### config.mk
export PLATFORM = sky130hd
export DESIGN_NAME = uart_tx
export DESIGN_NICKNAME = d
export VERILOG_FILES = /design/src/rtl/uart_tx.sv
export SDC_FILE = /design/constraint.sdc
export NUM_CORES = 1
export LEC_CHECK = 0
export BUFFER_PORTS_ARGS = -buffer_cell sky130_fd_sc_hd__buf_2
export CORE_ASPECT_RATIO = 1.4
export CORE_MARGIN = 8
export CORE_UTILIZATION = 45
export CTS_CLUSTER_DIAMETER = 60
export DETAILED_ROUTE_END_ITERATION = 10
export GPL_ROUTABILITY_DRIVEN = 0
export PLACE_DENSITY_LB_ADDON = 0.1
export SETUP_SLACK_MARGIN = 0.4
export SLEW_MARGIN = 15
export SYNTH_ARGS = -nofsm -noshare
export SYNTH_HDL_FRONTEND = slang
export SYNTH_SLANG_ARGS = --single-unit
### constraint.sdc
create_clock -name clock_i -period 2.8 [get_ports clock_i]
set_clock_uncertainty 0.15 [all_clocks]
set_input_delay 0.42 -clock clock_i [delete_from_list [all_inputs] [get_ports clock_i]]
set_output_delay 0.42 -clock clock_i [all_outputs]
set_load 0.01 [all_outputs]
### src/rtl/uart_tx.sv
// rtl/uart_tx.sv - 8-bit UART transmitter with programmable bit period and optional parity
// Registered-output FSM; every input is sampled only when a frame is accepted.
module uart_tx (
   input  logic        reset_i,
   input  logic        clock_i,
   input  logic [15:0] clock_divider_i,
   input  logic        parity_bit_i,
   input  logic        parity_even_i,
   input  logic [7:0]  data_i,
   input  logic        send_i,
   output logic        serial_o,
   output logic        busy_o,
   output logic        done_o
);

   typedef enum logic [2:0] {IDLE, START, DATA, PARITY, STOP} state_t;

   state_t      state;
   logic [15:0] cnt;
   logic [15:0] reload;
   logic [2:0]  idx;
   logic [7:0]  data;
   logic        par_en;
   logic        par_even;
   logic [15:0] reload_next;

   // Divider values 0 and 1 both mean a single-cycle bit.
   assign reload_next = (clock_divider_i < 16'd2) ? 16'd0 : clock_divider_i - 16'd1;

   always_ff @(posedge clock_i or negedge reset_i) begin
      if (!reset_i) begin
         state    <= IDLE;
         cnt      <= 16'd0;
         reload   <= 16'd0;
         idx      <= 3'd0;
         data     <= 8'd0;
         par_en   <= 1'b0;
         par_even <= 1'b0;
         serial_o <= 1'b1;
         busy_o   <= 1'b0;
         done_o   <= 1'b0;
      end else begin
         done_o <= 1'b0;
         case (state)
            IDLE: begin
               serial_o <= 1'b1;
               busy_o   <= 1'b0;
               if (send_i) begin
                  data     <= data_i;
                  par_en   <= parity_bit_i;
                  par_even <= parity_even_i;
                  reload   <= reload_next;
                  cnt      <= reload_next;
                  state    <= START;
                  serial_o <= 1'b0;
                  busy_o   <= 1'b1;
               end
            end
            START: begin
               if (cnt == 16'd0) begin
                  cnt      <= reload;
                  idx      <= 3'd0;
                  state    <= DATA;
                  serial_o <= data[0];
               end else begin
                  cnt <= cnt - 16'd1;
               end
            end
            DATA: begin
               if (cnt == 16'd0) begin
                  cnt <= reload;
                  if (idx == 3'd7) begin
                     if (par_en) begin
                        state    <= PARITY;
                        serial_o <= par_even ? (^data) : (~^data);
                     end else begin
                        state    <= STOP;
                        serial_o <= 1'b1;
                     end
                  end else begin
                     idx      <= idx + 3'd1;
                     serial_o <= data[idx + 3'd1];
                  end
               end else begin
                  cnt <= cnt - 16'd1;
               end
            end
            PARITY: begin
               if (cnt == 16'd0) begin
                  cnt      <= reload;
                  state    <= STOP;
                  serial_o <= 1'b1;
               end else begin
                  cnt <= cnt - 16'd1;
               end
            end
            STOP: begin
               if (cnt == 16'd0) begin
                  cnt      <= 16'd0;
                  idx      <= 3'd0;
                  state    <= IDLE;
                  serial_o <= 1'b1;
                  busy_o   <= 1'b0;
                  done_o   <= 1'b1;
               end else begin
                  cnt <= cnt - 16'd1;
               end
            end
            default: begin
               state    <= IDLE;
               serial_o <= 1'b1;
               busy_o   <= 1'b0;
            end
         endcase
      end
   end

endmodule
== Yosys cells after proc, flatten, opt, wreduce, memory -nomap -nowiden ==
Index checks and enable logic that the tools add are counted.

* Add/subtract/negate cells: 3
* $mul: 0
* Divide/modulo/power cells: 0
* $lt $le $gt $ge: 2
* Equality and inequality tests: 14
* Shift-type cells: 0
* Multiplexer cells: 31
* Bitwise logic cells: 1
* Reduce and logical (&&, ||, !) cells: 15

{| class="wikitable"
|+ Operator list
! cell !! count
|-
| 16-bit two-way mux || 4
|-
| 16-bit case mux with 3 select lines || 1
|-
| 16-bit by 1-bit subtractor with 16-bit output (second input constant) || 2
|-
| 3-bit two-way mux || 9
|-
| 16-bit logical NOT || 1
|-
| 16-bit by 2-bit less-than comparator with 1-bit output (second input constant) || 1
|-
| 3-bit case mux with 5 select lines || 1
|-
| 2-bit != test (second input constant) || 7
|-
| 1-bit two-way mux || 12
|-
| 8-bit XNOR reduction || 1
|-
| 8-bit parity || 1
|-
| 3-bit by 2-bit == test with 1-bit output (second input constant) || 2
|-
| 3-bit == test (second input constant) || 2
|-
| 3-bit case mux with 2 select lines || 1
|-
| 2-bit AND reduction || 3
|-
| 6-bit AND reduction || 1
|-
| 3-bit by 4-bit less-than comparator with 1-bit output (second input constant) || 1
|-
| 2-bit by 1-bit != test with 1-bit output (second input constant) || 2
|-
| 1-bit case mux with 4 select lines || 1
|-
| 4-bit AND reduction || 1
|-
| 2-bit OR reduction || 2
|-
| 3-bit by 1-bit adder with 3-bit output (second input constant) || 1
|-
| 1-bit binary-select mux with 3-bit select || 1
|-
| 3-bit by 1-bit == test with 1-bit output (second input constant) || 1
|-
| other kinds (7) || 7
|}

* Register bits: 51
* Latch bits: 0
* Bits in writable memories: 0
* ROM bits: 0
* Output and inout port bits: 3
* Word-level logic and storage cells: 76
* Memories: 0

== Logic depth before layout (Yosys ltp) ==
Gate-level depths: netlist of the first run.

* Depth in word-level cells: 6
* Gate-level depth with buffers: 9

== Worst setup path before layout of the first run ==
OpenSTA, ideal clock, no wires.

* Path type: reg-to-reg
* Start point: reg cnt[4]
* End point: reg cnt[9]
* Setup time: 139 ps
* Data arrival time: 2060 ps
* Data required time: 2511 ps
* Path slack: 451 ps
* Stages on the path, launching flop included: 9
* Path buffers: 2
* Period minus slack after synthesis: 2349 ps
* Cells stage by stage: dfrtp_1 > buf_6 > nor4_4 > nand4_4 > or2_0 > buf_6 > nor2_4 > a211oi_1 > or4_1

* Word-level cells in the longest chain between the ends: 3
* Elaborated cells on any way between the ends: 5
* Classes of those cells: 1 x add/sub; 3 x mux; 1 x reduce/logical

{| class="wikitable"
|+ RTL lines
! what !! RTL line !! RTL
|-
| start: declaration || 19 || <nowiki>logic [15:0] cnt;</nowiki>
|-
| start signal: assignment || 53 || <nowiki>cnt <= reload_next;</nowiki>
|-
| start signal: assignment || 61 || <nowiki>cnt <= reload;</nowiki>
|-
| start signal: assignment || 66 || <nowiki>cnt <= cnt - 16'd1;</nowiki>
|-
| 16-bit by 1-bit subtractor with 16-bit output or 16-bit logical NOT (tied branches) || - ||
|-
| 16-bit two-way mux, on equally long branches || - ||
|-
| 16-bit case mux with 3 select lines (*) || 44 || <nowiki>case (state)</nowiki>
|}

Every way passes the cells marked *; elsewhere a longest branch is shown, timed or not.
A chain may end at the register's enable or synchronous reset.

== Final worst setup path of the first run ==
* Start point: reg cnt[5]
* End point: reg cnt[9]

Same word-level chain as after synthesis.

==> results of run 1 <==
where the power goes:
group	internal, mW	total, mW	switching [mW]	leakage [nW]
Clock	0.357	0.606	0.248	0.0654
Sequential	0.737	0.738	0.00119	0.655
Combinational	0.0247	0.0636	0.0389	0.997
Total	1.12	1.41	0.289	1.72
repair_timing:
action                                 CTS  global route
resized for setup                        4             7
setup endpoints to repair                7             7
endpoints found under the hold margin    1             0
pin swaps                                2             3
buffers inserted                         1             2
hold buffers                             1             0
cloned                                   0             0
cell usage after synthesis, types with 3 or more instances:
| cell type | count |
|---|---|
| sky130_fd_sc_hd__a211oi_1 | 5 |
| sky130_fd_sc_hd__a21o_1 | 11 |
| sky130_fd_sc_hd__a21oi_1 | 19 |
| sky130_fd_sc_hd__a31o_2 | 3 |
| sky130_fd_sc_hd__a31oi_1 | 3 |
| sky130_fd_sc_hd__and2_1 | 3 |
| sky130_fd_sc_hd__and3_1 | 3 |
| sky130_fd_sc_hd__buf_2 | 4 |
| sky130_fd_sc_hd__buf_6 | 3 |
| sky130_fd_sc_hd__clkbuf_1 | 10 |
| sky130_fd_sc_hd__dfrtp_1 | 50 |
| sky130_fd_sc_hd__ha_1 | 5 |
| sky130_fd_sc_hd__inv_1 | 6 |
| sky130_fd_sc_hd__mux2_2 | 10 |
| sky130_fd_sc_hd__mux2i_1 | 3 |
| sky130_fd_sc_hd__nand2_1 | 40 |
| sky130_fd_sc_hd__nand2b_1 | 5 |
| sky130_fd_sc_hd__nand3_1 | 8 |
| sky130_fd_sc_hd__nor2_1 | 33 |
| sky130_fd_sc_hd__nor3_1 | 11 |
| sky130_fd_sc_hd__nor4_1 | 5 |
| sky130_fd_sc_hd__o2111ai_1 | 3 |
| sky130_fd_sc_hd__o211ai_1 | 3 |
| sky130_fd_sc_hd__o21ai_0 | 24 |
| sky130_fd_sc_hd__o31ai_1 | 6 |
| sky130_fd_sc_hd__or2_2 | 3 |
| sky130_fd_sc_hd__or3_1 | 5 |
| sky130_fd_sc_hd__or4_1 | 4 |
| sky130_fd_sc_hd__xnor2_1 | 15 |
| sky130_fd_sc_hd__xor2_1 | 13 |
flip-flops by register name, summed over array words and instances, names as in the netlist:
signal,count
busy_o,1
cnt,16
data,8
done_o,1
idx,3
par_en,1
par_even,1
reload,16
serial_o,1
state,3
per-layer routing:
| layer | vias to the layer above | track usage | share of wire |
|---|---|---|---|
| met3 | 13 | 0.0204 | 0.022 |
| met1 | 1338 | 0.181 | 0.41 |
| li1 | 1368 | - | - |
| met2 | 53 | 0.323 | 0.54 |
| met4 | 0 | 0.0680 | 0.027 |
| met5 | - | 0 | 0 |
through the flow:
| step | cell area (um2) | total power, mW | std cells | hold slack [ns] |
|---|---|---|---|---|
| global placement | 3550 | 0.815 | 479 | 0.0524 |
| global route | 3750 | 1.46 | 491 | 0.182 |
| finish | 3750 | 1.41 | 491 | 0.187 |
| floorplan | 3240 | 0.769 | 356 | -0.0256 |
| detailed placement | 3550 | 0.816 | 479 | 0.0545 |
| CTS | 3710 | 1.42 | 489 | 0.181 |
kinds of logic after synthesis:
| family | count (synthesis) | synth area share |
|---|---|---|
| flip-flops | 51 | 0.394 |
| adder cells (fa/ha/maj) | 5 | 0.0193 |
| XOR/XNOR | 28 | 0.0756 |
| buffers and inverters | 25 | 0.0374 |
| multiplexers | 15 | 0.0579 |
| AND/OR/NAND/NOR | 133 | 0.214 |
| AO/OA/AOI/OAI | 99 | 0.202 |
worst max-delay path: stages, from the launching register on:
cell,delay (ns)
sky130_fd_sc_hd__dfrtp_2,0.46
sky130_fd_sc_hd__nor4_4,0.37
sky130_fd_sc_hd__buf_4,0.20
sky130_fd_sc_hd__nand2_1,0.07
sky130_fd_sc_hd__nor2_1,0.18
sky130_fd_sc_hd__xnor2_1,0.15
sky130_fd_sc_hd__a211oi_1,0.10
sky130_fd_sc_hd__or4_1,0.51
layout make-up:
cell class / count / area (um2)
fill: 668 / 3230
multi-input combinational: 280 / 1880
sequential: 51 / 1280
timing repair buffer: 51 / 320
tap: 95 / 119
clock buffer: 6 / 72.6
clock inverter: 2 / 60.1
inverter: 6 / 22.5
worst paths after layout:
path                           start          to  slack (ns)
max                           cnt[5]      cnt[9]        0.48
min                        data_i[0]     data[0]        0.19
max reg2reg                   cnt[5]      cnt[9]        0.48
min reg2reg                reload[2]   reload[2]        0.34
max in group asynchronous    reset_i      cnt[5]        1.39
min in group asynchronous    reset_i  reload[14]        0.27
==> flow_summary.rst, run 1 <==
.. list-table::
   :header-rows: 1

   * - Metric
     - Value
   * - Final critical-path setup slack
     - 0.477 ns
   * - Net count after synthesis
     - between 300 and 400
   * - Number of enable flip-flop cells after synthesis
     - 0
   * - Leading area contributor after synthesis
     - sky130_fd_sc_hd__dfrtp_1
   * - Routed length per instance
     - between 15 and 20 um
   * - Boundary pin count
     - 32
   * - Number of hold violations in the final report
     - 0
   * - Final wirelength
     - 8220 um
   * - Seq/Total Area, Yosys
     - 0.394
   * - Max Slew Vio Count
     - 0
   * - Clock slew at the register clock pins of the worst setup and hold paths
     - 0.10 ns
   * - Initial antenna violation count
     - 0
   * - Clock insertion delay at the later pin of the skew report
     - 0.30 ns
   * - Dpl ws
     - 0.236 ns
   * - Global route overflow
     - 0
   * - Fmax
     - 430 MHz
   * - Pin count of the biggest net entering global routing
     - 51
   * - Fraction of final layout cells with drive strength greater than 1
     - 0.230
   * - Antenna cell count
     - 0
   * - Required time reported for the critical path endpoint
     - 2.82 ns
   * - Number of remaining DRC errors
     - 0
   * - Number of maximum-capacitance constraint violations
     - 0
   * - Cell types with the largest area share after synthesis
     - sky130_fd_sc_hd__dfrtp_1, sky130_fd_sc_hd__nand2_1, sky130_fd_sc_hd__xnor2_1, sky130_fd_sc_hd__nor2_1, sky130_fd_sc_hd__o21ai_0
   * - Status
     - finished, final reports clean
   * - Number of buffers created by CTS
     - 5
   * - Count of endpoints failing setup in the final report
     - 0
   * - CTS tree
     - done
   * - Static leakage
     - 1.72 nW
   * - Layout overhead on the synthesized area
     - 15.7%
   * - Count of antenna-violating nets left after detailed routing
     - 0
   * - Die ar.
     - ~10,000 um2
   * - Length of the first detailed-routing pass in iterations
     - 4
   * - Minimum clock period after layout
     - 2.32 ns
   * - Total number of vias
     - 2,772
   * - Area share of the largest cell type after synthesis
     - 0.386
   * - Setup crit end kind
     - register
   * - Fraction of synthesis flops using an asynchronous set or reset pin
     - 1.00
   * - Gate count after technology mapping
     - 356
   * - Unrepaired setup endpoints after global routing
     - true
   * - Type of the most critical hold path
     - in -> reg
   * - Post-synthesis area per instance
     - 9.11 um2
   * - Number of sinks driven by the clock tree
     - 51
   * - Slew headroom
     - 0.558
   * - Number of H-tree branching levels
     - 2
   * - Starting Density
     - 0.465
   * - Number of synthesized register bits
     - 51
   * - CORE AREA
     - roughly 7000 um2
   * - Arrival time of the worst setup path
     - about 2.4 ns
   * - Maximum ir drop on the vdd rail
     - roughly 0.31 mV
   * - Finished Core Util
     - 0.537
   * - Pin slew with the least headroom to its limit
     - 0.664 ns
   * - Ys flop type
     - sky130_fd_sc_hd__dfrtp_1
   * - Final worst path period share
     - 0.830
   * - Number of cells on the worst hold path
     - 2
   * - Vert. Die Dim
     - roughly 120 um
   * - Post-DP HPWL
     - about 6100 um
   * - First-pass GRT wire length
     - 13,500 um
   * - Maximum fanout along the worst path
     - 5
   * - Path depth of the worst reg2reg path
     - 7
   * - Initial detailed-routing violation count
     - around 140
   * - Die span in x
     - ~90 um
   * - Clock Tree Buf Depth
     - 2
   * - Number of vias per cell
     - between 5 and 6
   * - Final #Nets
     - 429
   * - Site Rows
     - 36
   * - Port-buffer cells
     - 31
   * - Number of global-route vias before repair
     - about 2,900
   * - Kind of critical path
     - reg -> reg
   * - Setup crit start kind
     - register
   * - Netlist area before placement
     - 3240 um2
   * - Root Buffer Master
     - sky130_fd_sc_hd__clkbuf_8
   * - Unique masters post-synth
     - 58
   * - Total negative slack for setup checks
     - 0 ns
   * - Leading cell type in the layout, fill and taps excluded
     - sky130_fd_sc_hd__dfrtp_1
   * - Power Density
     - 375 nW/um2
   * - Warnings, synthesis
     - 0
   * - GRT Util Overall
     - 0.169
   * - Most frequent cells in the layout
     - sky130_fd_sc_hd__dfrtp_1, sky130_fd_sc_hd__nand2_1, sky130_fd_sc_hd__nor2_1
No activity file was read; power rests on OpenSTA's default activity.
==> run 2, diff against run 1 <==
- clock period: 2.8 -> 2.12 ns (I/O delays scaled with it)
==> flow_summary.rst, run 2 (synthesis gave the netlist of run 1 again) <==
.. list-table::
   :header-rows: 1

   * - Metric
     - Value
   * - Status
     - complete, but fails checks
   * - Violations in the final reports
     - setup timing
   * - Slew headroom
     - 0.688
   * - Number of cells in the finished layout apart from fillers
     - ~570
   * - Starting Density
     - 0.465
   * - Total negative slack for setup checks
     - -0.221 ns
   * - Clock slew at the register clock pins of the worst setup and hold paths
     - 0.11 ns
   * - Number of vias per cell
     - roughly 5.7
   * - Die span in x
     - 87.8 um
   * - Total number of vias
     - 3,245
   * - # placed instances
     - 537
   * - Required time reported for the critical path endpoint
     - 2.16 ns
   * - Site Rows
     - 36
   * - Number of H-tree branching levels
     - 2
   * - Pin slew with the least headroom to its limit
     - 0.464 ns
   * - Sum of internal, switching and leakage power
     - 1.70 mW
   * - Initial antenna violation count
     - 0
   * - Pin count of the biggest net entering global routing
     - 52
   * - Finished Core Util
     - 0.705
   * - Final worst path period share
     - 1.04
   * - Portion of total power attributed to the clock network
     - 0.360
   * - Cell Int Power
     - around 1.3 mW
   * - Post-DP HPWL
     - 7100 um
   * - Clock Tree Buf Depth
     - 2
   * - Static leakage
     - 2.27 nW
   * - Count of endpoints failing setup in the final report
     - 6
   * - Number of global-route vias before repair
     - 3,509
   * - Final #Nets
     - 512
   * - Cells traversed along the worst timing path
     - nor4_4 > buf_4 > nand2_2 > nor2_2 > buf_4 > xnor2_1 > a211oi_1 > or4_4
   * - Clock insertion delay at the later pin of the skew report
     - 0.31 ns
   * - Type of the most critical hold path
     - in -> reg
   * - Unrepaired setup endpoints after global routing
     - true
   * - Initial detailed-routing violation count
     - 128
   * - First-pass GRT wire length
     - 16,700 um
   * - Maximum fanout along the worst path
     - 4
   * - GRT Util Overall
     - 0.208
   * - Power Density
     - 345 nW/um2
   * - Root Buffer Master
     - sky130_fd_sc_hd__clkbuf_8
   * - Switching power total
     - 0.433 mW
   * - Count of antenna-violating nets left after detailed routing
     - 0
   * - Layout overhead on the synthesized area
     - 51.9%
   * - Final critical-path setup slack
     - -0.0786 ns
   * - Setup crit start kind
     - register
   * - Registers with the highest flip-flop counts
     - cnt (16), reload (16), data (8)
   * - Number of sinks driven by the clock tree
     - 51
   * - Most frequent CP cell
     - sky130_fd_sc_hd__buf_4
   * - Kind of critical path
     - reg -> reg
   * - Global route overflow
     - 0
   * - Arrival time of the worst setup path
     - approximately 2.2 ns
   * - Length of the first detailed-routing pass in iterations
     - 4
   * - Port-buffer cells
     - 31
   * - Antenna cell count
     - 0
   * - Boundary pin count
     - 32
   * - Number of buffers created by CTS
     - 5
   * - Setup crit end kind
     - register
   * - Gate family responsible for the most delay along the worst path
     - simple AND/OR/NAND/NOR gates
   * - Number of remaining DRC errors
     - 0
   * - Number of hold violations in the final report
     - 0
   * - Register share of total power
     - 0.573
   * - CORE AREA
     - 6980 um2
   * - Routed length per instance
     - 17.9 um
   * - Part of the power in combinational logic
     - 0.067
   * - Max Slew Vio Count
     - 0
   * - Fmax
     - about 450 MHz
   * - Proportion of total power due to net switching
     - 0.255
   * - Cell with the largest stage delay on the worst path
     - sky130_fd_sc_hd__dfrtp_1
   * - Leading cell type in the layout, fill and taps excluded
     - sky130_fd_sc_hd__buf_4
   * - Most frequent cells in the layout
     - sky130_fd_sc_hd__buf_4, sky130_fd_sc_hd__dfrtp_1, sky130_fd_sc_hd__nand2_1
   * - Maximum single-stage delay on the critical path
     - 0.44 ns
   * - Bufs and invs on worst path
     - 2
   * - CTS tree
     - done
   * - Die ar.
     - 10,200 um2
   * - Maximum ir drop on the vdd rail
     - ~0.27 mV
   * - Final wirelength
     - 10,300 um
   * - Vert. Die Dim
     - around 120 um
   * - Minimum clock period after layout
     - 2.20 ns
   * - Fraction of final layout cells with drive strength greater than 1
     - 0.507
   * - Number of maximum-capacitance constraint violations
     - 0
-- run 2: changes by cell type in the layout (fill, tap and decap cells not counted), moves of 10 or more --
| cell | change |
|---|---|
| sky130_fd_sc_hd__o21ai_0 | -12 |
| sky130_fd_sc_hd__mux2_2 | -10 |
| sky130_fd_sc_hd__nor2_1 | -14 |
| sky130_fd_sc_hd__a21oi_1 | -10 |
| sky130_fd_sc_hd__buf_4 | +55 |
| sky130_fd_sc_hd__mux2_4 | +10 |
| sky130_fd_sc_hd__buf_6 | +24 |
-- run 2: final timing paths --
| kind | startpoint | slack [ns] | cells past startpoint | to |
|---|---|---|---|---|
| setup / recovery | cnt[5] | -0.08 | 8 | cnt[9] |
| hold / removal | data_i[2] | 0.08 | 2 | data[2] |
| setup reg to reg | cnt[5] | -0.08 | 8 | cnt[9] |
| hold reg to reg | reload[11] | 0.34 | 2 | reload[11] |
| max in group asynchronous | reset_i | 1.13 | 3 | serial_o |
| min in group asynchronous | reset_i | 0.39 | 3 | reload[14] |
-- run 2: worst register-to-register path, stage by stage, from the launching register on --
cell and delay, ns:
sky130_fd_sc_hd__dfrtp_1 0.44, sky130_fd_sc_hd__nor4_4 0.35, sky130_fd_sc_hd__buf_4 0.21, sky130_fd_sc_hd__nand2_2 0.06
sky130_fd_sc_hd__nor2_2 0.10, sky130_fd_sc_hd__buf_4 0.12, sky130_fd_sc_hd__xnor2_1 0.13, sky130_fd_sc_hd__a211oi_1 0.11
sky130_fd_sc_hd__or4_4 0.41
-- run 2: cell type report --
type	count	area, um2
clock inverters	3	26.3
inverters	6	22.5
clock buffers	5	68.8
fillers	533	2060
repair buffers	134	1100
multi-input cells	280	2310
flip-flops and latches	51	1280
well taps	95	119
-- run 2: power by group through the flow --
stage | registers, mW | clock network, mW | logic [mW]
finish | 0.974 | 0.613 | 0.114
global route | 0.974 | 0.665 | 0.127
CTS | 0.974 | 0.624 | 0.114
detailed placement | 0.993 | 0 | 0.108
global placement | 0.993 | 0 | 0.105
floorplan | 0.993 | 0 | 0.0252
-- run 2: what timing repair did --
item	in CTS	in global routing
setup buffers	22	5
endpoints found under the hold margin	50	0
resized for setup	88	38
gates cloned	1	0
pin swaps	27	20
endpoints found under the setup margin	43	43
hold buffers	1	0
-- run 2: metal layers --
metal  global-route usage  up-vias  share of wire
li1                     -     1536              -
met1                0.221     1612           0.38
met2                0.388       74           0.55
met3               0.0282       23          0.026
met4               0.0968        0          0.039
met5                    0        -              0
-- run 2: through the flow --
| step | hold WS, ns | cell area (um2) | setup slack [ns] |
|---|---|---|---|
| after CTS | 0.0715 | 4750 | -0.0177 |
| final | 0.0822 | 4920 | -0.0786 |
| after detailed placement | 0.182 | 4110 | -0.0813 |
| after global placement | 0.184 | 4110 | -0.0361 |
| after global routing | 0.0667 | 4920 | -0.171 |
| after floorplan | -0.128 | 3380 | -0.158 |
==> run 3, diff against run 2 <==
- CELL_PAD_IN_SITES_DETAIL_PLACEMENT: default -> 2
- CELL_PAD_IN_SITES_GLOBAL_PLACEMENT: default -> 2
- CORE_ASPECT_RATIO: 1.4 -> 1.1
- CORE_UTILIZATION: 45 -> 33
==> flow_summary.rst, run 3 (synthesis gave the netlist of run 1 again) <==
.. list-table::
   :header-rows: 1

   * - Metric
     - Value
   * - Proportion of total power due to net switching
     - 0.258
   * - Boundary pin count
     - 32
   * - Number of sinks driven by the clock tree
     - 51
   * - Fraction of final layout cells with drive strength greater than 1
     - 0.510
   * - Gate family responsible for the most delay along the worst path
     - simple AND/OR/NAND/NOR gates
   * - Die ar.
     - 13,300 um2
   * - Clock insertion delay at the later pin of the skew report
     - 0.33 ns
   * - Setup crit start kind
     - register
   * - Clock slew at the register clock pins of the worst setup and hold paths
     - 0.11 ns
   * - First-pass GRT wire length
     - approximately 21,000 um
   * - Type of the most critical hold path
     - in -> reg
   * - Global route overflow
     - 0
   * - Count of antenna-violating nets left after detailed routing
     - 0
   * - Count of endpoints failing setup in the final report
     - 23
   * - Number of buffers created by CTS
     - 5
   * - CORE AREA
     - a little under 10,000 um2
   * - Static leakage
     - 2.30 nW
   * - Length of the first detailed-routing pass in iterations
     - 4
   * - Violations in the final reports
     - setup timing
   * - Layout overhead on the synthesized area
     - 53.3%
   * - Finished Core Util
     - 0.513
   * - Max Slew Vio Count
     - 0
   * - Starting Density
     - 0.334
   * - Maximum fanout along the worst path
     - 4
   * - GRT Util Overall
     - 0.200
   * - Post-place instance area
     - 4200 um2
   * - Vert. Die Dim
     - 120 um
   * - Power Density
     - 350 nW/um2
   * - Final hold slack
     - 0.0614 ns
   * - Initial detailed-routing violation count
     - 99
   * - Number of H-tree branching levels
     - 2
   * - Number of hold violations in the final report
     - 0
   * - Setup crit end kind
     - register
   * - Pin slew with the least headroom to its limit
     - between 0.4 and 0.5 ns
   * - Kind of critical path
     - reg -> reg
   * - CTS tree
     - done
   * - Number of maximum-capacitance constraint violations
     - 0
   * - Unrepaired setup endpoints after global routing
     - true
   * - Final wirelength
     - roughly 14,000 um
   * - Cell with the largest stage delay on the worst path
     - sky130_fd_sc_hd__dfrtp_1
   * - Root Buffer Master
     - sky130_fd_sc_hd__clkbuf_8
   * - Reg2reg start
     - cnt[5]
   * - Routed length per instance
     - 22.6 um
   * - Bufs and invs on worst path
     - 2
   * - Most frequent cells in the layout
     - sky130_fd_sc_hd__buf_4, sky130_fd_sc_hd__dfrtp_1, sky130_fd_sc_hd__nand2_1
   * - Cell Int Power
     - about 1.3 mW
   * - Pin count of the biggest net entering global routing
     - 32
   * - # placed instances
     - 568
   * - Port-buffer cells
     - 31
   * - Registers with the highest flip-flop counts
     - cnt (16), reload (16), data (8)
   * - Site Rows
     - 38
   * - Final worst path period share
     - 1.12
   * - Maximum ir drop on the vdd rail
     - 0.266 mV
   * - Final critical-path setup slack
     - -0.263 ns
   * - Number of global-route vias before repair
     - 3,915
   * - Arrival time of the worst setup path
     - 2.43 ns
   * - Portion of total power attributed to the clock network
     - 0.369
   * - Post-route cell area
     - approximately 5000 um2
   * - Required time reported for the critical path endpoint
     - 2.17 ns
   * - Cells traversed along the worst timing path
     - nor4_4 > buf_4 > nand4_4 > or2_4 > buf_6 > o21a_1 > o32ai_2 > o21ai_1
   * - Fmax
     - 420 MHz
   * - Slew headroom
     - 0.715
   * - Antenna cell count
     - 0
   * - Start point of the worst hold path
     - data_i[7]
   * - Total number of vias
     - 3,331
   * - Initial antenna violation count
     - 0
   * - Number of cells in the finished layout apart from fillers
     - around 600
   * - Maximum single-stage delay on the critical path
     - ~0.46 ns
   * - Switching power total
     - approximately 0.45 mW
   * - Post-DP HPWL
     - 9020 um
   * - Status
     - complete, but fails checks
   * - Minimum clock period after layout
     - 2.38 ns
   * - CP startpoint
     - cnt[5]
   * - Number of vias per cell
     - 5.53
   * - Register share of total power
     - 0.559
   * - Number of remaining DRC errors
     - 0
   * - Final #Nets
     - 515
   * - Total negative slack for setup checks
     - -3.45 ns
   * - Clock Tree Buf Depth
     - 2
   * - Leading cell type in the layout, fill and taps excluded
     - sky130_fd_sc_hd__buf_4
   * - Part of the power in combinational logic
     - 0.072
   * - Die span in x
     - 111 um
==> run 3: changes by cell type in the layout (fill, tap and decap cells not counted), sizes merged <==
cell	previous run	this run
buf	133	136
clkbuf	5	7
inv	8	6
==> run 3: power by group through the flow <==
stage,Sequential (mW),Combinational (mW),Clock [mW]
3_5_place_dp,0.993,0.116,0
6_report,0.974,0.125,0.643
3_3_place_gp,0.993,0.112,0
4_1_cts,0.974,0.121,0.651
2_1_floorplan,0.993,0.0252,0
5_1_grt,0.974,0.137,0.681
==> run 3: final cells by class <==
| class | count | area (um2) |
|---|---|---|
| Sequential cell | 51 | 1280 |
| Inverter | 6 | 22.5 |
| Clock buffer | 7 | 86.3 |
| Clock inverter | 1 | 5.00 |
| Fill cell | 1016 | 4730 |
| Timing Repair Buffer | 137 | 1110 |
| Tap cell | 120 | 150 |
| Multi-Input combinational cell | 280 | 2320 |
==> run 3: final timing paths <==
| path | depth (start not counted) | slack [ns] | to |
|---|---|---|---|
| max in group asynchronous | 3 | 1.18 | reload[9] |
| min in group asynchronous | 3 | 0.32 | done_o |
| worst min-delay path | 2 | 0.06 | data[7] |
| worst min register to register | 1 | 0.34 | reload[3] |
| worst max register to register | 8 | -0.26 | cnt[15] |
| worst max-delay path | 8 | -0.26 | cnt[15] |
==> run 3: through the flow <==
stage | setup WS [ns] | power [mW]
6_report | -0.263 | 1.74
5_1_grt | -0.322 | 1.79
4_1_cts | -0.155 | 1.75
3_5_place_dp | -0.197 | 1.11
3_3_place_gp | -0.0606 | 1.10
2_1_floorplan | -0.158 | 1.02
==> run 3: layer usage <==
metal,vias to the layer above,global-route usage,routed length (um)
met3,32,0.0259,363
li1,1538,-,-
met5,-,0,0
met2,66,0.375,7300
met4,0,0.0820,383
met1,1695,0.222,5560
==> run 3: timing repair <==
item / in CTS / in global routing
buffers inserted: 20 / 5
pin swaps: 42 / 17
setup endpoints to repair: 42 / 44
resized for setup: 73 / 43
hold buffers: 1 / 0
hold endpoints to repair: 50 / 0
